--- src/rtl/gtp_rx_deframer.sv ---
// Recovers 5-byte comma-delimited frames from a GTP receive stream and
// serialises each accepted frame byte-by-byte into a downstream FIFO.
module gtp_rx_deframer (
  input  logic        gt_rxusrclk_in,
  input  logic        reset_n_in,
  input  logic [15:0] gt_rxdata_in,
  input  logic [1:0]  gt_rxcharisk_in,
  output logic [39:0] frame_data_out,
  output logic        frame_valid_out,
  output logic        FifoWrEnb,
  output logic [7:0]  FifoWrData,
  input  logic        FifoFull,
  output logic [7:0]  err_count_out,
  output logic [7:0]  ovf_count_out,
  output logic [23:0] frame_count_out
);

  typedef enum logic [2:0] {HUNT, B1, B2, B3, B4} state_t;

  state_t      state_q, state_d;
  logic [31:0] shift_q, shift_d;
  logic [39:0] frame_q, frame_d;
  logic        valid_q, valid_d;
  logic [7:0]  err_q, err_d;
  logic [7:0]  ovf_q, ovf_d;
  logic [23:0] fcnt_q, fcnt_d;
  logic [39:0] wr_frame_q, wr_frame_d;
  logic [2:0]  wr_cnt_q, wr_cnt_d;
  logic        wr_en_q, wr_en_d;
  logic [7:0]  wr_data_q, wr_data_d;

  logic        is_comma, is_data, frame_done, frame_err, emit, can_load;
  logic [7:0]  byte_in;

  assign is_comma = (gt_rxcharisk_in == 2'b01) && (gt_rxdata_in[7:0] == 8'hBC);
  assign is_data  = (gt_rxcharisk_in == 2'b00) && (gt_rxdata_in[7:0] == 8'h00);
  assign byte_in  = gt_rxdata_in[15:8];

  // Deframer: bytes accumulate in a shift register; a comma anywhere restarts it.
  always_comb begin
    state_d    = state_q;
    shift_d    = shift_q;
    frame_done = 1'b0;
    frame_err  = 1'b0;
    case (state_q)
      HUNT: begin
        if (is_comma) begin
          shift_d = {shift_q[23:0], byte_in};
          state_d = B1;
        end
      end
      B1, B2, B3, B4: begin
        if (is_data) begin
          shift_d = {shift_q[23:0], byte_in};
          case (state_q)
            B1:      state_d = B2;
            B2:      state_d = B3;
            B3:      state_d = B4;
            default: begin
              state_d    = HUNT;
              frame_done = 1'b1;
            end
          endcase
        end else if (is_comma) begin
          frame_err = 1'b1;
          shift_d   = {shift_q[23:0], byte_in};
          state_d   = B1;
        end else begin
          frame_err = 1'b1;
          state_d   = HUNT;
        end
      end
      default: state_d = HUNT;
    endcase
  end

  // Frame output, counters and byte writer.
  always_comb begin
    frame_d    = frame_q;
    valid_d    = 1'b0;
    err_d      = err_q;
    ovf_d      = ovf_q;
    fcnt_d     = fcnt_q;
    wr_frame_d = wr_frame_q;
    wr_cnt_d   = wr_cnt_q;
    wr_en_d    = 1'b0;
    wr_data_d  = wr_data_q;
    emit       = (wr_cnt_q != 3'd0) && !FifoFull;
    can_load   = (wr_cnt_q == 3'd0) || ((wr_cnt_q == 3'd1) && !FifoFull);

    if (frame_err && (err_q != 8'hFF)) err_d = err_q + 8'd1;

    if (emit) begin
      wr_en_d    = 1'b1;
      wr_data_d  = wr_frame_q[39:32];
      wr_frame_d = {wr_frame_q[31:0], 8'h00};
      wr_cnt_d   = wr_cnt_q - 3'd1;
    end

    if (frame_done) begin
      frame_d = {shift_q, byte_in};
      valid_d = 1'b1;
      fcnt_d  = fcnt_q + 24'd1;
      // A load overrides the emit bookkeeping above; when the last byte of the
      // previous frame leaves on this same edge, the writer is already free.
      if (can_load) begin
        wr_frame_d = {shift_q, byte_in};
        wr_cnt_d   = 3'd5;
      end else if (ovf_q != 8'hFF) begin
        ovf_d = ovf_q + 8'd1;
      end
    end
  end

  always_ff @(posedge gt_rxusrclk_in or negedge reset_n_in) begin
    if (!reset_n_in) begin
      state_q    <= HUNT;
      shift_q    <= '0;
      frame_q    <= '0;
      valid_q    <= 1'b0;
      err_q      <= '0;
      ovf_q      <= '0;
      fcnt_q     <= '0;
      wr_frame_q <= '0;
      wr_cnt_q   <= '0;
      wr_en_q    <= 1'b0;
      wr_data_q  <= '0;
    end else begin
      state_q    <= state_d;
      shift_q    <= shift_d;
      frame_q    <= frame_d;
      valid_q    <= valid_d;
      err_q      <= err_d;
      ovf_q      <= ovf_d;
      fcnt_q     <= fcnt_d;
      wr_frame_q <= wr_frame_d;
      wr_cnt_q   <= wr_cnt_d;
      wr_en_q    <= wr_en_d;
      wr_data_q  <= wr_data_d;
    end
  end

  assign frame_data_out  = frame_q;
  assign frame_valid_out = valid_q;
  assign FifoWrEnb       = wr_en_q;
  assign FifoWrData      = wr_data_q;
  assign err_count_out   = err_q;
  assign ovf_count_out   = ovf_q;
  assign frame_count_out = fcnt_q;

endmodule

--- config.mk ---
export PLATFORM = sky130hd
export DESIGN_NAME = gtp_rx_deframer
export DESIGN_NICKNAME = d
export VERILOG_FILES = /design/src/rtl/gtp_rx_deframer.sv
export SDC_FILE = /design/constraint.sdc
export NUM_CORES = 1
export LEC_CHECK = 0
export ABC_AREA = 1
export CAP_MARGIN = 30
export CELL_PAD_IN_SITES_DETAIL_PLACEMENT = 1
export CELL_PAD_IN_SITES_GLOBAL_PLACEMENT = 1
export CORE_MARGIN = 1
export CORE_UTILIZATION = 37
export CTS_CLUSTER_SIZE = 40
export DETAILED_ROUTE_END_ITERATION = 16
export PLACE_DENSITY = 0.83
export RECOVER_POWER = 25
export SLEW_MARGIN = 5
export SYNTH_ARGS = -nofsm -noshare
export SYNTH_HDL_FRONTEND = slang
export SYNTH_SLANG_ARGS = --single-unit
--- constraint.sdc ---
create_clock -name gt_rxusrclk_in -period 1.8 [get_ports gt_rxusrclk_in]
set_input_delay 0.27 -clock gt_rxusrclk_in [delete_from_list [all_inputs] [get_ports gt_rxusrclk_in]]
set_output_delay 0.27 -clock gt_rxusrclk_in [all_outputs]
set_load 0.01 [all_outputs]
==> flow_metrics.env, run 1 <==
export IMPL_layout_commonest_cell="nand2_1"
export IMPL_hpwlAfterDp_um=15240
export IMPL_die_area_um2=21670
export IMPL_rr_endpoint="wr_frame_q[11]"
export IMPL_fillers=2441
export IMPL_ys_flop_type="dfrtp_1"
export IMPL_status="finished clean"
export IMPL_path_clk_slew_ns=0.07
export IMPL_reg2reg_depth=9
export IMPL_p_total_uw=8546
export IMPL_slew_headroom_pct=51.29
export IMPL_whs_ns=0.3388
export IMPL_max_stage_delay_ns=0.55
export IMPL_postSynthCellCount=911
export IMPL_layout_min_cycle_time_ns=1.765
export IMPL_clockBufferDepth=2
export IMPL_overflow=0
export IMPL_cp_end_kind="output port"
export IMPL_drive_gt1_share_pct=10.46
export IMPL_reg2reg_slack_ns=0.07
export IMPL_yosys_register_bits=168
export IMPL_fmax_mhz=566.5
export IMPL_layout_common_cells="nand2_1, dfrtp_1, inv_1"
export IMPL_antenna_found_initial=0
export IMPL_die_x_um=147.2
export IMPL_cts_sinks=168
export IMPL_cp_max_fo=6
export IMPL_worst_path_max_delay_cell="clkdlybuf4s50_1"
export IMPL_drt_vias_per_instance=4.906
export IMPL_skew_ns=0.01301
export IMPL_synth_area_per_cell_um2=8.565
export IMPL_synth_top_cell_area_share_pct=53.88
export IMPL_path_cells="buf_4, clkdlybuf4s50_1"
export IMPL_place_congestion=0.8251
export IMPL_cts_root_buf="clkbuf_16"
export IMPL_diodes=0
export IMPL_worst_setup_path_type="reg -> out"
export IMPL_synth_largest_area_cell="dfrtp_1"
export IMPL_cp_num_buf_inv=2
export IMPL_drtPass1Iterations=4
export IMPL_synthArstFlopShare_pct=100.0
export IMPL_power_frac_comb_pct=13.0
export IMPL_die_height_um=147.2
export IMPL_drc_errors=0
export IMPL_syn_num_nets=938
export IMPL_seqPwrFrac_pct=45.0
export IMPL_synth_distinct_cells=30
export IMPL_drv_slew=0
export IMPL_area_growth_pct=30.95
export IMPL_synth_edf_count=0
export IMPL_routedWlPerCell_um=16.87
export IMPL_ant_nets=0
export IMPL_reg2reg_from="wr_cnt_q[0]"
export IMPL_setup_viol=0
export IMPL_worstPathRequired_ns=1.53
export IMPL_rsz0062_at_grt="yes"
export IMPL_num_rows=52
export IMPL_core_um2=20430
export IMPL_vias=6530
export IMPL_hp_class="in -> async"
export IMPL_clk_latency_ns=0.43
export IMPL_cts_max_level=4
export IMPL_synth_area_leaders="dfrtp_1, nand2_1, inv_1"
export IMPL_p_int_uw=6429
export IMPL_wirelength_um=22460
export IMPL_seq_area_frac_synth_pct=53.88
export IMPL_ys_warnings_count=0
export IMPL_grt_pass1_vias=6939
export IMPL_cts_tree="yes"
export IMPL_dpl_instance_area_um2=9447
export IMPL_final_nets=1075
export IMPL_boundaryPins=111
export IMPL_p_leak_uw=0.004887
export IMPL_p_per_area_nw_per_um2=836.5
export IMPL_drtIter0Drc=256
export IMPL_design_area_um2=10220
export IMPL_fin_crit_sh_pct=98.06
export IMPL_switching_share_pct=24.78
export IMPL_arrival_ns=1.50
export IMPL_grt_max_degree=81
export IMPL_power_frac_clock_pct=42.0
export IMPL_p_switching_uw=2118
export IMPL_start_util_pct=38.19
export IMPL_mappedNetlistArea_um2=7802
export IMPL_grt_use_total_pct=21.36
export IMPL_startpoint_type="flip-flop"
export IMPL_critical_path_top_delay_family="buffers and inverters"
export IMPL_cts_buffers=17
export IMPL_maxCapViolCount=0
export IMPL_portBuffers=110
export IMPL_postLayoutCoreUtil_pct=50.01
export IMPL_ir_drop_mv=0.7104
export IMPL_tightestPinTransition_ns=0.7306
export IMPL_grt_pass1_wl_um=36190
export IMPL_hold_viol=0
[flip-flops by register name (all words and copies together), names as in the netlist, 8 cells and up]
register,flops
frame_data_out,40
wr_frame_q,40
shift_q,32
frame_count_out,24
FifoWrData,8
err_count_out,8
ovf_count_out,8
[per-stage QoR]
step | worst slack (ns) | cells | setup TNS, ns
floorplan | 0.1400 | 911 | 0
global placement | -0.06457 | 1291 | -1.498
detailed placement | -0.1768 | 1291 | -12.80
CTS | -0.01382 | 1326 | -0.05217
global route | -0.02030 | 1331 | -0.05979
finish | 0.03488 | 1331 | 0
[cell usage after synthesis (8+ instances only)]
| cell | number |
|---|---|
| nor2_1 | 93 |
| nand3b_1 | 11 |
| dfrtp_1 | 168 |
| nand2_1 | 261 |
| nand3_1 | 42 |
| mux2i_1 | 32 |
| o21ai_0 | 52 |
| xor2_1 | 12 |
| mux2_2 | 8 |
| xnor2_1 | 10 |
| inv_1 | 113 |
| buf_2 | 15 |
| o21ai_1 | 9 |
| buf_6 | 8 |
| nand4_1 | 8 |
| a21oi_1 | 33 |
[layer usage]
layer	GRT usage [%]	wire length, um	vias to the layer above
li1	-	-	3128
met1	27.10	10030	3259
met2	36.56	11200	115
met3	3.944	772	28
met4	7.216	453	0
met5	0	0	-
[cell families after synthesis]
group | count (synthesis) | share of synthesized area, %
AO/OA/AOI/OAI | 96 | 6.238
XOR/XNOR | 22 | 2.469
adder cells (fa/ha/maj) | 6 | 0.9621
buffers and inverters | 150 | 8.467
flip-flops | 168 | 53.88
multiplexers | 40 | 5.260
AND/OR/NAND/NOR | 429 | 22.72
[layout make-up]
type	instances	area (um^2)	area share [%]
Clock inverter	9	88.84	0.8695
Multi-Input combinational cell	593	3035	29.71
Clock buffer	23	488.0	4.776
Sequential cell	168	4208	41.18
Inverter	115	431.7	4.225
Timing Repair Buffer	153	1628	15.93
Tap cell	270	337.8	3.306
[worst reg2reg max path, cell delays in order, from the launching register on]
cell and delay [ns]:
dfrtp_1 0.36, inv_2 0.06, ha_4 0.16, ha_4 0.15, buf_6 0.12, nor2_4 0.10
buf_12 0.16, buf_12 0.17, mux2i_1 0.23, a21oi_1 0.10
[repair_timing]
action	CTS	global route
setup buffers	1	3
pin swaps	3	3
endpoints found under the hold margin	39	0
setup endpoints to repair	40	85
cloned	1	2
hold buffers	1	0
resized for setup	9	23
[power groups by stage]
stage               Sequential (uW)  Combinational [uW]  Clock (uW)
floorplan                      3910                 408           0
global placement               3910                 805           0
detailed placement             3910                 830           0
CTS                            3840                 962        3650
global route                   3850                1210        3790
finish                         3850                1110        3590
[worst max-delay path by stage]
stage               depth (start not counted)  slack, ns          startpoint             endpoint
finish                                      2       0.03  frame_count_out[0]   frame_count_out[0]
global route                                8      -0.02         wr_cnt_q[0]     ovf_count_out[4]
CTS                                         8      -0.01         wr_cnt_q[0]        FifoWrData[0]
detailed placement                          7      -0.18     gt_rxdata_in[5]       wr_frame_q[39]
global placement                           10      -0.06     gt_rxdata_in[1]  frame_count_out[22]
floorplan                                   6       0.14         wr_cnt_q[0]        FifoWrData[0]
No activity file was read; power rests on OpenSTA's default activity.
==> run 2: changes to the inputs <==
--- a/config.mk
+++ b/config.mk
@@ -9,7 +9,7 @@
 export CAP_MARGIN = 30
 export CELL_PAD_IN_SITES_DETAIL_PLACEMENT = 1
 export CELL_PAD_IN_SITES_GLOBAL_PLACEMENT = 1
-export CORE_MARGIN = 1
+export CORE_MARGIN = 5
 export CORE_UTILIZATION = 37
 export CTS_CLUSTER_SIZE = 40
 export DETAILED_ROUTE_END_ITERATION = 16
==> run 2 against run 1 <==
Power down 0.76%. Hold slack better by 0.054 ns. Global-route usage down 1.1 points. Final cell count up 0.45%. Critical endpoint is now frame_count_out[13]. Highest routed layer unchanged.
==> flow_metrics.env, run 2 (synthesis results as in run 1) <==
export IMPL_whs_ns=0.3930
export IMPL_diodes=0
export IMPL_max_stage_delay_ns=0.58
export IMPL_final_cells=1337
export IMPL_overflow=0
export IMPL_worst_setup_path_type="reg -> out"
export IMPL_wirelength_um=23550
export IMPL_die_x_um=155.2
export IMPL_die_height_um=155.2
export IMPL_cts_sinks=168
export IMPL_cp_max_fo=5
export IMPL_critical_path_top_delay_family="buffers and inverters"
export IMPL_startpoint_type="flip-flop"
export IMPL_layout_commonest_cell="nand2_1"
export IMPL_path_clk_slew_ns=0.07
export IMPL_slew_headroom_pct=49.33
export IMPL_postLayoutCoreUtil_pct=48.70
export IMPL_grt_use_total_pct=20.23
export IMPL_grt_pass1_wl_um=38830
export IMPL_fmax_mhz=566.2
export IMPL_drt_vias_per_instance=4.980
export IMPL_area_growth_pct=30.37
export IMPL_clk_latency_ns=0.44
export IMPL_dp_cells=1298
export IMPL_arrival_ns=1.50
export IMPL_boundaryPins=111
export IMPL_drv_slew=0
export IMPL_drtPass1Iterations=4
export IMPL_worstPathRequired_ns=1.53
export IMPL_antenna_found_initial=0
export IMPL_ant_nets=0
export IMPL_routedWlPerCell_um=17.61
export IMPL_drive_gt1_share_pct=10.17
export IMPL_layout_common_cells="nand2_1, dfrtp_1, inv_1"
export IMPL_hpwlAfterDp_um=15480
export IMPL_drtIter0Drc=211
export IMPL_status="finished clean"
export IMPL_p_per_area_nw_per_um2=833.8
export IMPL_final_nets=1076
export IMPL_hp_class="in -> async"
export IMPL_tightestPinTransition_ns=0.7601
export IMPL_reg2reg_depth=7
export IMPL_p_leak_uw=0.004921
export IMPL_die_area_um2=24090
export IMPL_cp_num_cells=1
export IMPL_cp_num_buf_inv=1
export IMPL_place_congestion=0.8424
export IMPL_cp_end_kind="output port"
export IMPL_cts_max_level=4
export IMPL_worst_path_max_delay_cell="clkdlybuf4s50_1"
export IMPL_portBuffers=110
export IMPL_rsz0062_at_grt="yes"
export IMPL_hold_viol=0
export IMPL_grt_max_degree=61
export IMPL_core_um2=20890
export IMPL_cts_buffers=17
export IMPL_path_cells="clkdlybuf4s50_1"
export IMPL_cts_root_buf="clkbuf_16"
export IMPL_vias=6658
export IMPL_finalSetupTns_ns=0
export IMPL_cts_tree="yes"
export IMPL_skew_ns=0.01380
export IMPL_grt_pass1_vias=7388
export IMPL_start_util_pct=37.35
export IMPL_layout_min_cycle_time_ns=1.766
export IMPL_num_rows=53
export IMPL_drc_errors=0
export IMPL_fin_crit_sh_pct=98.12
export IMPL_clockBufferDepth=2
export IMPL_maxCapViolCount=0
export IMPL_setup_viol=0
export IMPL_ir_drop_mv=0.6873
## run 2: layer usage
layer	vias to the layer above	routed length, um	track usage, %	share of wire [%]
li1	3138	-	-	-
met1	3371	10280	25.51	44
met2	121	12010	35.16	51
met3	28	890	3.978	3.8
met4	0	361	6.253	1.5
met5	-	0	0	0
## run 2: report_power, final
group | switching (uW) | total (uW) | internal [uW]
Combinational | 525 | 1020 | 495
Sequential | 20.6 | 3840 | 3820
Clock | 1640 | 3620 | 1980
Total | 2180 | 8480 | 6300
## run 2: final timing paths
kind	start	end	slack, ns
setup / recovery	frame_count_out[13]	frame_count_out[13]	0.03
hold / removal	reset_n_in	ovf_count_out[6]	0.39
setup reg to reg	wr_cnt_q[0]	wr_frame_q[35]	0.06
hold reg to reg	frame_data_out[38]	frame_data_out[38]	0.48
max in group asynchronous	reset_n_in	wr_frame_q[19]	0.31
min in group gt_rxusrclk_in	gt_rxdata_in[11]	wr_frame_q[3]	0.43
## run 2: area by class of cell
type / count / area, um^2
clock inverters: 13 / 135.1
multi-input cells: 593 / 2993
flip-flops and latches: 168 / 4212
well taps: 275 / 344.1
clock buffers: 19 / 442.9
fillers: 2454 / 10720
repair buffers: 154 / 1614
inverters: 115 / 431.7
## run 2: stage by stage
step | setup WS [ns] | cell area [um^2] | power (uW)
floorplan | 0.1400 | 7802 | 4322
global placement | -0.06821 | 9430 | 4708
detailed placement | -0.1816 | 9430 | 4738
CTS | -0.003027 | 10100 | 8455
global route | -0.04111 | 10170 | 8805
finish | 0.03377 | 10170 | 8481
## run 2: timing repair
item,CTS,global route
buffers inserted,0,3
pin swaps,0,4
endpoints found under the hold margin,39,0
gates resized for setup,6,16
gates cloned,2,1
hold buffers,1,0
setup endpoints to repair,51,50
